$ cat src/rtl/bsg_acm_input_packer.sv
// Serial-to-parallel front end for the ACM encryptor: a header beat with the frame count, then dim_p*dim_p pixels.
// Define BSG_ACM_PACKER_SAT_EN to saturate oversized headers at max_game_length_p instead of wrapping them.
module bsg_acm_input_packer #(
  parameter int width_p           = 8,
  parameter int dim_p             = 4,
  parameter int max_game_length_p = 16,
  parameter int chan_width_p      = 8,
  localparam int game_len_width_lp = ((max_game_length_p+1) == 1) ? 1 : $clog2(max_game_length_p+1)
) (
  input  logic                             clk_i,
  input  logic                             reset_i,
  input  logic [chan_width_p-1:0]          data_i,
  input  logic                             v_i,
  output logic                             ready_o,
  output logic [dim_p*dim_p*width_p-1:0]   data_o,
  output logic [game_len_width_lp-1:0]     frames_o,
  output logic                             v_o,
  input  logic                             ready_i
);

  localparam int pix_lp           = dim_p*dim_p;
  localparam int pix_cnt_width_lp = (pix_lp == 1) ? 1 : $clog2(pix_lp);
  localparam logic [pix_cnt_width_lp-1:0] last_pix_lp = pix_cnt_width_lp'(pix_lp-1);

  if (chan_width_p < width_p || chan_width_p < game_len_width_lp) begin : g_bad_chan
    $error("chan_width_p must cover width_p and game_len_width_lp");
  end

  typedef enum logic [1:0] {eHDR, eLOAD, eFULL} state_e;

  state_e                               state_q, state_d;
  logic [pix_cnt_width_lp-1:0]          pix_cnt_q;
  logic [game_len_width_lp-1:0]         frames_q, frames_d, hdr_val;
  logic [pix_lp-1:0][width_p-1:0]       pix_q;
  logic                                 hdr_xfer, load_xfer;

  assign hdr_xfer  = v_i & (state_q == eHDR);
  assign load_xfer = v_i & (state_q == eLOAD);

  always_ff @(posedge clk_i) begin
    if (reset_i) state_q <= eHDR;
    else         state_q <= state_d;
  end

  always_comb begin
    state_d = state_q;
    case (state_q)
      eHDR:    if (v_i) state_d = eLOAD;
      eLOAD:   if (v_i && pix_cnt_q == last_pix_lp) state_d = eFULL;
      eFULL:   if (ready_i) state_d = eHDR;
      default: state_d = eHDR;
    endcase
  end

  // Handshake outputs decode from the state register only.
  always_comb begin
    ready_o = 1'b0;
    v_o     = 1'b0;
    case (state_q)
      eHDR, eLOAD: ready_o = 1'b1;
      eFULL:       v_o     = 1'b1;
      default:     ;
    endcase
  end

  always_comb begin
`ifdef BSG_ACM_PACKER_SAT_EN
    if (data_i > chan_width_p'(max_game_length_p))
      hdr_val = game_len_width_lp'(max_game_length_p);
    else
      hdr_val = data_i[game_len_width_lp-1:0];
`else
    hdr_val = data_i[game_len_width_lp-1:0];
`endif
    // The controller cannot run zero iterations.
    frames_d = (hdr_val == '0) ? game_len_width_lp'(1) : hdr_val;
  end

  always_ff @(posedge clk_i) begin
    if (reset_i) begin
      frames_q  <= game_len_width_lp'(1);
      pix_cnt_q <= '0;
    end else if (hdr_xfer) begin
      frames_q  <= frames_d;
      pix_cnt_q <= '0;
    end else if (load_xfer && pix_cnt_q != last_pix_lp) begin
      pix_cnt_q <= pix_cnt_q + 1'b1;
    end
  end

  // Pixel storage carries no reset; every slot is rewritten before v_o rises.
  always_ff @(posedge clk_i) begin
    if (!reset_i && load_xfer) pix_q[pix_cnt_q] <= data_i[width_p-1:0];
  end

  assign data_o   = pix_q;
  assign frames_o = frames_q;

endmodule

$ cat config.mk
export PLATFORM = sky130hd
export DESIGN_NAME = bsg_acm_input_packer
export DESIGN_NICKNAME = d
export VERILOG_FILES = /design/src/rtl/bsg_acm_input_packer.sv
export SDC_FILE = /design/constraint.sdc
export NUM_CORES = 1
export LEC_CHECK = 0
export CORE_MARGIN = 4
export CORE_UTILIZATION = 66
export CTS_CLUSTER_DIAMETER = 120
export CTS_CLUSTER_SIZE = 20
export DETAILED_ROUTE_END_ITERATION = 8
export DONT_BUFFER_PORTS = 1
export MAX_ROUTING_LAYER = met4
export PLACE_DENSITY_LB_ADDON = 0.15
export REMOVE_ABC_BUFFERS = 1
export SETUP_SLACK_MARGIN = 0.4
export SYNTH_ARGS = -nofsm -noshare
export SYNTH_HDL_FRONTEND = slang
export SYNTH_SLANG_ARGS = --single-unit
export TNS_END_PERCENT = 1
$ cat constraint.sdc
create_clock -name clk_i -period 5.45 [get_ports clk_i]
set_input_delay 1.635 -clock clk_i [delete_from_list [all_inputs] [get_ports clk_i]]
set_output_delay 1.635 -clock clk_i [all_outputs]
set_load 0.005 [all_outputs]
* Word level (Yosys, flattened, before mapping) *
Index checks and enable logic that the tools add are counted.
Widths: inputs -> output; s select.

storage, ports and cells
  bits in registers = 139
  latch bits = 0
  RAM bits = 0
  bits in read-only memories = 0
  output and inout bits = 135
  logic and storage cells = 51
  memories kept = 0

operators by class
  add/sub/neg operators = 1
  multipliers = 0
  div/mod/pow operators = 0
  magnitude comparators = 2
  eq/ne operators = 7
  shift-type cells = 0
  multiplexer cells = 10
  bitwise logic cells = 2
  reduce and logical (&&, ||, !) cells = 10

operators with widths
  kind                 number
  $bwmux 128           1
  $demux 8 s4          1
  $mux 8               1
  $mux 2               3
  $pmux 2 s3           1
  $logic_not 5->1      1
  $lt 4x5->1 const B   1
  $mux 5               1
  $add 4x1->4 const B  1
  $eq 4x4->1 const B   1
  $ge 4x1->1 const B   1
  $logic_and 1x1->1    4
  $ne 2x2->1 const B   2
  $ne 4x4->1 const B   1
  $reduce_or 2->1      2
  $reduce_and 3->1     1
  $and 1x1->1          2
  $eq 2x1->1 const B   1
  $eq 2x2->1 const B   1
  $logic_not 2->1      1
  $mux 1               2
  $ne 2x1->1 const B   1
  $logic_not 1->1      1

* Depth between registers and ports, before layout *
Gate-level depths: netlist of run 1.

  depth in word-level cells = 5
  gate-level depth with buffers = 4
  mapped depth without buffers = 4

* Worst setup path after synthesis of run 1 *
No wires, ideal clock.

  path kind = input to register
  start point = input reset_i
  end point = register pix_q, in the netlist data_o[24], enable pin
  library setup time = 0.383 ns
  data arrival time = 2.848 ns
  required time = 5.067 ns
  slack = 2.219 ns
  stages = 4
  path buffers = 1
  cell sequence = clkbuf_1 -> and4bb_2 -> nand2_1 -> nor3_1

between the ends
  cells in the longest elaborated chain, start to end = 2

ends and longest elaborated chain
  item                            line  source
  start: declaration              11    input logic reset_i,
  $logic_not 1->1                 93    if (!reset_i && load_xfer) pix_q[pix_cnt_q] <= data_i[width_p-1:0];
  $logic_and 1x1->1               93
  end signal: indexed assignment  93
  end: declaration                34    logic [pix_lp-1:0][width_p-1:0] pix_q;

No other way between the ends.
A chain may end at the register's enable or synchronous reset.

* Final worst setup path of run 1 *
  start point = register state_q[1]
  end point = output v_o

between the ends
  cells in the longest elaborated chain, start to end = 2

ends and longest elaborated chain
  item                      line  source
  start: declaration        31    state_e state_q, state_d;
  start signal: assignment  41    if (reset_i) state_q <= eHDR;
  start signal: assignment  42    else state_q <= state_d;
  $eq 2x2->1                59    case (state_q)
  $mux 1                    59
  end: declaration          17    output logic v_o,

No other way between the ends.

==> results.md, run 1 <==
- Post-route insts no fill: 319
- Top cells by area, synth: edfxtp_1 (85%), dfxtp_1 (4.9%), nor2_1 (1.3%)
- DRT Pass-1 Iters: 4
- Dpl hpwl: 5210 µm
- WP buf/inv: 0
- Initial antenna violation count: 0
- Post-synthesis simple-gate area fraction: 5.93%
- Multi-input logic area: 425 µm²
- Most frequent cells in the layout: edfxtp_1 (128), nor2_1 (16), clkbuf_16 (16)
- Die area: 0.00826 mm²
- CP required: 3820 ps
- Final instance area: 0.00516 mm²
- Reg2reg path depth: 3
- Layout cell share with drive strength beyond 1: 14.9%
- Post-synth cell types: 30
- Synth Area in Adders: 1.10%
- P_sw: 0.438 mW
- Tmin final: 2920 ps
- GR peak layer: met2
- GRT met1 Usage: 27.5%
- Mux contribution to synthesized area: 0.883%
- Die height: 90.9 µm
- Top cell type's share of synthesized area: 84.8%
- Tot GR Track Use: 22.1%
- Post-DR wirelength/cell: 27.2 µm
- Vias/cell: 6.25
- Final Max Slew Viols: 0
- GR Layer Usage met2: 33.8%
- Fillers: 311
- Register bit total from synthesis: 139
- IO Pins: 147
- Via count of the routed design: 1,995
- Final setup viols: 0
- Clk buf depth: 2
- Cts hold-fix bufs: 0
- Pint: 1.79 mW
- Post-synthesis compound-gate area fraction: 1.46%
- H-tree depth: 4
- Critical path type: reg2out
- Area leader, netlist: edfxtp_1
- Worst VDD drop: 0.317 mV
- Critical path's slowest cell: dfxtp_1
- Slew margin rel.: 25.9%
- Global route overflow: 0
- Worst-margin pin slew: 1100 ps
- Clock Root Buffer: clkbuf_8
- Sw frac: 19.7%
- Crit. End Element: output port
- Startpoint Class: register
- YS warnings: 0
- Status: completed
- Most common cell after layout, fill and taps aside: edfxtp_1
- # resized after CTS: 0
- Setup Buffers After CTS: 0
- Dpl cell area: 0.00460 mm²
- Post-synthesis xor/xnor area fraction: 0%
- DRC errors left: 0
- Syn Inst Count: 215
- Mapped Area: 0.00453 mm²
- Register area share after synthesis: 89.6%
- Antenna cells: 0
- Max Cap Viol: 0
- Clock Pin Slew Worst Setup and Hold Paths: 60 ps
- Crit-path cells: nor2b_1
- Clk pwr share: 46.6%
- Sinks on the clock net: 139
- Final period util: 53.6%
- CORE AREA: 0.00649 mm²
- Layout Skew: 9.06 ps
- Die Span X: 90.9 µm
- Pwr Total: 2.23 mW
- Starting density of the core: 69.8%
- Final #Nets: 245
- CTS Buf Count: 17
- Largest family of logic cells by synthesized area: simple AND/OR/NAND/NOR gates
- Mean Syn Cell Area: 21.1 µm²
- Initial DRC count: 159
- HP Class: reg2reg
- Hold Path Depth: 2
- Crit path max-delay family: flip-flops
- Leakage Power: 1.64 nW
- Row cnt: 29
- Worst-Skew Late Latency: 490 ps
- Routability cong.: 0.748
- Crit path DAT: 1290 ps
- Met3 global-route usage: 8.17%
- Reg area: 0.00406 mm²
- Largest net degree at the start of global routing: 19
- Final Hold Fails: 0
- Aggregate negative setup slack: 0 ps
- DP Cell Count: 287
- Final wirelength: 8670 µm
- Slowest stage delay, CP: 510 ps
- Max frequency: 342 MHz
- # port buffers: 0
- Critical Path Fanout Max: 9
- First-pass GRT wire length: 12,600 µm
- Area Overhead vs Synth: 13.7%
- RSZ-0062 raised after global routing: false
- Cell Pwr Density: 432 mW/mm²
- Share of power burned in registers: 52.7%
- Comb pwr share: 0.6%
- CTS tree: done
- Routed Antenna Nets: 0
- Vias in the first global route: 2,001
- Crit path depth: 1
tightest hold or removal path: stages, from the launching register on:
cell and delay (ps):
dfxtp_1 350, nand2b_1 70, nand3b_1 80
power by group through the flow:
stage | Combinational [mW] | Clock (mW) | Sequential [mW]
after floorplan | 0.0113 | 0 | 1.19
after global placement | 0.0125 | 0 | 1.20
after detailed placement | 0.0137 | 0 | 1.20
after CTS | 0.0138 | 1.05 | 1.17
after global routing | 0.0150 | 1.11 | 1.17
final | 0.0139 | 1.04 | 1.17
registers in the layout (all words and copies together), names as in the netlist:
signal / flops
state_q: 2
frames_o: 5
data_o: 128
pix_cnt_q: 4
cells in the mapped netlist, drive strengths merged:
cell    count
dfxtp      11
nand3b      2
nor3b       1
or4         1
a211oi      1
inv         4
nor2       16
nor4        1
nand2       5
ha          4
buf         4
nand3       5
clkbuf      1
and3b       1
o31ai       1
and2b       1
o22ai       1
and4bb      1
or3         1
nor2b       1
a21oi       5
o21ai       4
edfxtp    128
and3        1
mux2i       4
nand2b      4
nor3        5
or2         1
through the flow:
stage / utilization (%) / hold slack, ps / setup WS (ps)
after floorplan: - / 471 / 2410
after global placement: 70.8 / 501 / 2240
after detailed placement: 70.8 / 509 / 2130
after CTS: 79.4 / 526 / 2520
after global routing: 79.4 / 545 / 2470
final: 79.4 / 522 / 2530
final timing paths:
kind / start / to / slack (ps)
max: state_q[1]$_SDFFE_PP0P_ / v_o / 2530
min: frames_o[0]$_SDFFE_PP1P_ / frames_o[0]$_SDFFE_PP1P_ / 520
max reg2reg: state_q[0]$_SDFFE_PP0P_ / data_o[23]$_DFFE_PP_ / 3230
min reg2reg: frames_o[0]$_SDFFE_PP1P_ / frames_o[0]$_SDFFE_PP1P_ / 520
logic make-up after synthesis:
kind of cell	after synthesis
multiplexers	4
flip-flops	139
buffers and inverters	9
AO/OA/AOI/OAI	12
adder cells (fa/ha/maj)	4
AND/OR/NAND/NOR	47
routing by layer:
metal | share of wire [%] | vias to the layer above | wire [µm]
met5 | 0 | - | 0
met1 | 40 | 987 | 3440
li1 | - | 861 | -
met4 | 0.92 | 0 | 80
met3 | 10 | 11 | 897
met2 | 49 | 136 | 4260
layout make-up:
cell class / count / share of cell area, %
clock buffer: 17 / 8.03
multi-input combinational: 67 / 8.25
inverter: 4 / 0.291
tap: 77 / 1.87
sequential: 139 / 78.8
clock inverter: 15 / 2.74
Note: power is estimated with default switching activity, not from simulation.
==> run 2: changes to the inputs <==
--- a/config.mk
+++ b/config.mk
@@ -6,7 +6,7 @@
 export NUM_CORES = 1
 export LEC_CHECK = 0
 export CORE_MARGIN = 4
-export CORE_UTILIZATION = 66
+export CORE_UTILIZATION = 61
 export CTS_CLUSTER_DIAMETER = 120
 export CTS_CLUSTER_SIZE = 20
 export DETAILED_ROUTE_END_ITERATION = 8
==> constraint.sdc (replaced) <==
create_clock -name clk_i -period 2.8 [get_ports clk_i]
set_input_delay 0.84 -clock clk_i [delete_from_list [all_inputs] [get_ports clk_i]]
set_output_delay 0.84 -clock clk_i [all_outputs]
set_load 0.005 [all_outputs]
==> run 2 against run 1 <==
Largest cell class unchanged. Largest power group unchanged. Highest routed layer unchanged. Sequential share of layout area down 2.0 points. Setup slack worse by 1800 ps. Sequential power is 95% higher. Sequential cell count stayed put. Clock power grew 120%. Cell area is 2.5% higher. Register-to-register slack lost 2400 ps. Power rose by 110%. Critical path depth is the same. Cell count increased by 8.5%.
==> results.md, run 2 (synthesized netlist as in run 1, its figures left out) <==
- Vias in the first global route: 2,078 (+3.8%)
- # resized after CTS: 0 (unchanged)
- Clock Pin Slew Worst Setup and Hold Paths: 60 ps (about the same)
- Register-to-register setup slack: 880 ps (-2350 ps)
- Final #Nets: 252 (+2.9%)
- Sinks on the clock net: 139 (unchanged)
- Reg area: 0.00406 mm² (unchanged)
- Final Max Slew Viols: 0 (unchanged)
- Routability cong.: 0.777 (+3.8%)
- Vias/cell: 5.99 (-4.2%)
- Critical path type: reg2out
- Status: completed
- CORE AREA: 0.00725 mm² (+12%)
- Final setup viols: 0 (unchanged)
- Aggregate negative setup slack: 0 ps (unchanged)
- Worst-margin pin slew: 676 ps (-427 ps)
- Worst-Skew Late Latency: 510 ps (+20 ps)
- Post-route insts no fill: 346 (+8.5%)
- RSZ-0062 raised after global routing: false
- IO Pins: 147 (unchanged)
- Most frequent cells in the layout: edfxtp_1 (128), nor2_1 (16), clkbuf_16 (16)
- Cts hold-fix bufs: 0 (unchanged)
- Via count of the routed design: 2,072 (+3.9%)
- Worst VDD drop: 0.615 mV (+94%)
- Critical Path Fanout Max: 9 (unchanged)
- DRC errors left: 0 (unchanged)
- Row cnt: 31 (+6.9%)
- # port buffers: 0 (unchanged)
- Tmin final: 2120 ps
- WP buf/inv: 0 (unchanged)
- Initial antenna violation count: 0 (unchanged)
- Global route overflow: 0 (unchanged)
- Post-DR wirelength/cell: 26.6 µm (-2.3%)
- Crit. End Element: output port
- Met3 global-route usage: 10.5% (+2.3 points)
- Leakage Power: 1.71 nW (+4.2%)
- Final Hold Fails: 0 (unchanged)
- GRT met1 Usage: 28.3% (+0.81 points)
- Min-Delay Endpoint: frames_o[1]$_SDFFE_PP0P_
- CTS Buf Count: 17 (unchanged)
- Fillers: 446 (+43%)
- Slew margin rel.: 54.8% (+29 points)
- Max FFs per register: 128 (unchanged)
- Crit path max-delay family: flip-flops
- Reg2reg path depth: 3 (unchanged)
- Final period util: 75.6%
- Worst R2R Start: state_q[0]$_SDFFE_PP0P_
- Multi-input logic area: 425 µm² (unchanged)
- First-pass GRT wire length: 13,100 µm (+3.6%)
- Critical path's slowest cell: dfxtp_1
- Worst hold start: reset_i
- H-tree depth: 4 (unchanged)
- Antenna cells: 0 (unchanged)
- Hold Path Depth: 1 (-1)
- Crit path DAT: 1280 ps (about the same)
- Crit-path cells: nor2b_1
- Max frequency: 473 MHz
- Reg2Reg Capture Point: data_o[96]$_DFFE_PP_
- Routed Antenna Nets: 0 (unchanged)
- DP Cell Count: 316 (+10%)
- Final wirelength: 9190 µm (+6.0%)
- Tot GR Track Use: 22.3% (+0.11 points)
- CP required: 1960 ps (-1860 ps)
- GR Layer Usage met2: 32.4% (-1.4 points)
- HP Class: in2reg
- Layout Skew: 12.9 ps (+3.88 ps)
- Area Overhead vs Synth: 16.6%
- Most common cell after layout, fill and taps aside: edfxtp_1
- Die height: 94.2 µm (+3.7%)
- Initial DRC count: 213 (+34%)
- Clk buf depth: 2 (unchanged)
- Crit path depth: 1 (unchanged)
- Largest net degree at the start of global routing: 19 (unchanged)
- Slowest stage delay, CP: 500 ps (about the same)
- Clock Root Buffer: clkbuf_8
- Die Span X: 94.2 µm (+3.7%)
- Die area: 0.00888 mm² (+7.5%)
- Layout cell share with drive strength beyond 1: 17.0% (+2.1 points)
- DRT Pass-1 Iters: 4 (unchanged)
- Dpl hpwl: 5360 µm (+2.9%)
- Startpoint Class: register
- GR peak layer: met2
- Cell Pwr Density: 865 mW/mm² (+100%)
- CTS tree: done
- Setup Buffers After CTS: 0 (unchanged)
- Max Cap Viol: 0 (unchanged)
- Starting density of the core: 62.5% (-7.3 points)
- Pwr Total: 4.57 mW (+110%)
-- run 2: cell types whose count changed in the layout (fill, tap and decap cells not counted), sizes merged --
cell,before,now
buf,0,7
bufinv,1,4
clkinv,5,3
clkinvlp,4,2
inv,9,8
-- run 2: how the worst max path moves through the flow --
stage / start / to
detailed placement: reset_i / data_o[49]$_DFFE_PP_
global placement: reset_i / data_o[49]$_DFFE_PP_
CTS: state_q[1]$_SDFFE_PP0P_ / v_o
floorplan: reset_i / data_o[24]$_DFFE_PP_
global route: state_q[1]$_SDFFE_PP0P_ / v_o
finish: state_q[1]$_SDFFE_PP0P_ / v_o
-- run 2: final cells by class --
type                            count  share of cell area [%]
Clock inverter                     13                    3.64
Inverter                            4                   0.284
Sequential cell                   139                    76.9
Multi-Input combinational cell     67                    8.05
Tap cell                           99                    2.34
Clock buffer                       17                    7.83
Timing Repair Buffer                7                   0.994
-- run 2: report_power, final --
part	total, mW	switching [mW]	internal, mW
clock network	2.26	0.814	1.45
logic	0.0277	0.0141	0.0136
registers	2.28	0.00925	2.28
-- run 2: through the flow --
step	hold slack, ps	utilization (%)	instance area (µm²)	setup WS [ps]
2_1_floorplan	471	-	4500	558
3_3_place_gp	502	64.5	4680	629
3_5_place_dp	518	64.5	4680	570
4_1_cts	381	72.9	5290	662
5_1_grt	371	72.9	5290	590
6_report	400	72.9	5290	685
-- run 2: metal layers --
metal | vias to the layer above | wire, µm
li1 | 862 | -
met1 | 1053 | 3710
met2 | 141 | 4350
met3 | 16 | 991
met4 | 0 | 144
met5 | - | 0
==> run 3: changes to the inputs <==
--- a/config.mk
+++ b/config.mk
@@ -6,7 +6,7 @@
 export NUM_CORES = 1
 export LEC_CHECK = 0
 export CORE_MARGIN = 4
-export CORE_UTILIZATION = 61
+export CORE_UTILIZATION = 55
 export CTS_CLUSTER_DIAMETER = 120
 export CTS_CLUSTER_SIZE = 20
 export DETAILED_ROUTE_END_ITERATION = 8
==> constraint.sdc (replaced) <==
create_clock -name clk_i -period 1.7 [get_ports clk_i]
set_input_delay 0.51 -clock clk_i [delete_from_list [all_inputs] [get_ports clk_i]]
set_output_delay 0.51 -clock clk_i [all_outputs]
set_load 0.005 [all_outputs]
==> run 3 against run 2 <==
Die area increased by 10%. Wire length increased by 1.0%. Setup slack got worse by 590 ps. Largest power group unchanged. Core utilization decreased by 4.0 points. Count of clock-buffer cells in the layout unchanged. Largest cell class unchanged. Via count increased by 0.53%. Sequential power increased by 65%.
==> results.md, run 3 (synthesized netlist as in run 1, its figures left out) <==
- Status: completed
- Layout Skew: 14.9 ps (+1.93 ps)
- Cts hold-fix bufs: 0 (unchanged)
- Aggregate negative setup slack: 0 ps (unchanged)
- Final wirelength: 9290 µm (+1.0%)
- Clk buf depth: 2 (unchanged)
- IO Pins: 147 (unchanged)
- Critical path type: reg2out
- P_sw: 1.48 mW (+77%)
- Slowest stage delay, CP: 340 ps (-160 ps)
- First-pass GRT wire length: 13,600 µm (+4.6%)
- Die area: 0.00976 mm² (+10%)
- Vias/cell: 5.64 (-5.7%)
- Tot GR Track Use: 20.0% (-2.2 points)
- Slew margin rel.: 71.9% (+17 points)
- Max frequency: 625 MHz
- Tmin final: 1600 ps
- DRC errors left: 0 (unchanged)
- Pint: 5.78 mW (+55%)
- Dpl hpwl: 5940 µm (+11%)
- Comb pwr share: 0.8% (+0.2 points)
- H-tree depth: 4 (unchanged)
- Max FFs per register: 128 (unchanged)
- Worst-Skew Late Latency: 500 ps (about the same)
- Layout cell share with drive strength beyond 1: 25.5% (+8.5 points)
- Fillers: 473 (+6.1%)
- Global route overflow: 0 (unchanged)
- Critical Path Fanout Max: 3 (-6)
- Initial antenna violation count: 0 (unchanged)
- Clk pwr share: 47.4% (-2.0 points)
- Cell Pwr Density: 1340 mW/mm² (+54%)
- Clock Root Buffer: clkbuf_8
- Via count of the routed design: 2,083 (+0.53%)
- Vias in the first global route: 2,082 (+0.19%)
- Leakage Power: 1.79 nW (+4.6%)
- WP buf/inv: 1 (+1)
- Crit-path cells: buf_6, nor2b_4
- Final Util: 68.9% (-4.0 points)
- Routability cong.: 0.745 (-4.1%)
- Largest net degree at the start of global routing: 19 (unchanged)
- Sinks on the clock net: 139 (unchanged)
- Area Overhead vs Synth: 19.8%
- Sw frac: 20.4% (+2.1 points)
- Die height: 98.8 µm (+4.9%)
- Initial DRC count: 114 (-46%)
- Worst-margin pin slew: 420 ps (-256 ps)
- Worst VDD drop: 0.736 mV (+20%)
- DRT Pass-1 Iters: 4 (unchanged)
- Reg area: 0.00407 mm² (about the same)
- RSZ-0062 raised after global routing: true
- Crit. End Element: output port
- Die Span X: 98.8 µm (+4.9%)
- Multi-input logic area: 459 µm² (+7.9%)
- Final period util: 94.2%
- Startpoint Class: register
- Final Hold Fails: 0 (unchanged)
- Final #Nets: 270 (+7.1%)
- Most frequent cells in the layout: edfxtp_1 (128), buf_4 (22), nor2_1 (16), clkbuf_16 (16), dfxtp_1 (9)
- # port buffers: 0 (unchanged)
- Final Max Slew Viols: 0 (unchanged)
- Max Cap Viol: 0 (unchanged)
- Most common cell after layout, fill and taps aside: edfxtp_1
- CORE AREA: 0.00789 mm² (+8.7%)
- Critical path's slowest cell: dfxtp_2
- Routed Antenna Nets: 0 (unchanged)
- Row cnt: 32 (+3.2%)
- Crit path max-delay family: flip-flops
- Share of power burned in registers: 51.8% (+1.8 points)
- Starting density of the core: 57.5% (-5.0 points)
- HP Class: in2reg
- Clock Pin Slew Worst Setup and Hold Paths: 60 ps (about the same)
- Pwr Total: 7.26 mW (+59%)
- Crit path DAT: 1090 ps (-190 ps)
- CTS Buf Count: 17 (unchanged)
- Antenna cells: 0 (unchanged)
- CP required: 1190 ps (-770 ps)
- Post-DR wirelength/cell: 25.2 µm (-5.3%)
- Final setup viols: 0 (unchanged)
- CTS tree: done
==> run 3: cell types whose count changed in the layout (fill, tap and decap cells not counted), sizes merged <==
cell	before	now
buf	7	25
inv	8	14
bufinv	4	1
clkinv	3	1
clkinvlp	2	3
==> run 3: repair_timing <==
item	4_1_cts	5_1_grt
buffers inserted	4	3
pin swaps	0	1
resized for setup	5	7
endpoints found under the setup margin	265	273
==> run 3: final cells by class <==
cell class	count	area share, %
flip-flops and latches	139	74.8
multi-input cells	67	8.45
clock buffers	17	7.62
repair buffers	25	3.66
clock inverters	15	2.81
well taps	102	2.35
inverters	4	0.276
==> run 3: stage by stage <==
step | instance area (µm²) | hold WS, ps | setup WS [ps] | std cells
global route | 5430 | 32.6 | 59.6 | 369
detailed placement | 4770 | 505 | 23.6 | 330
CTS | 5380 | 42.8 | 90.4 | 366
finish | 5430 | 62.3 | 99.3 | 369
global placement | 4770 | 506 | 77.5 | 330
floorplan | 4500 | 471 | -212 | 210
==> run 3: final timing paths <==
| check | from | cells after the start | to | slack, ps |
|---|---|---|---|---|
| worst max-delay path | state_q[1]$_SDFFE_PP0P_ | 2 | v_o | 100 |
| worst min-delay path | reset_i | 1 | state_q[1]$_SDFFE_PP0P_ | 60 |
| worst max register to register | state_q[1]$_SDFFE_PP0P_ | 6 | pix_cnt_q[3]$_SDFFE_PP0P_ | 140 |
| worst min register to register | frames_o[0]$_SDFFE_PP1P_ | 2 | frames_o[0]$_SDFFE_PP1P_ | 520 |
==> run 3: metal layers <==
| metal | up-vias | track usage (%) | wire, µm |
|---|---|---|---|
| li1 | 909 | - | - |
| met1 | 1056 | 25.2 | 3720 |
| met2 | 116 | 30.3 | 4680 |
| met3 | 2 | 8.63 | 859 |
| met4 | 0 | 5.04 | 31 |
| met5 | - | - | 0 |
==> run 3: power by group through the flow <==
stage               logic [mW]  registers, mW  clock network [mW]
finish                  0.0607           3.76                3.44
global route            0.0670           3.76                3.69
CTS                     0.0537           3.76                3.51
detailed placement      0.0514           3.83                   0
global placement        0.0476           3.83                   0
floorplan               0.0363           3.83                   0
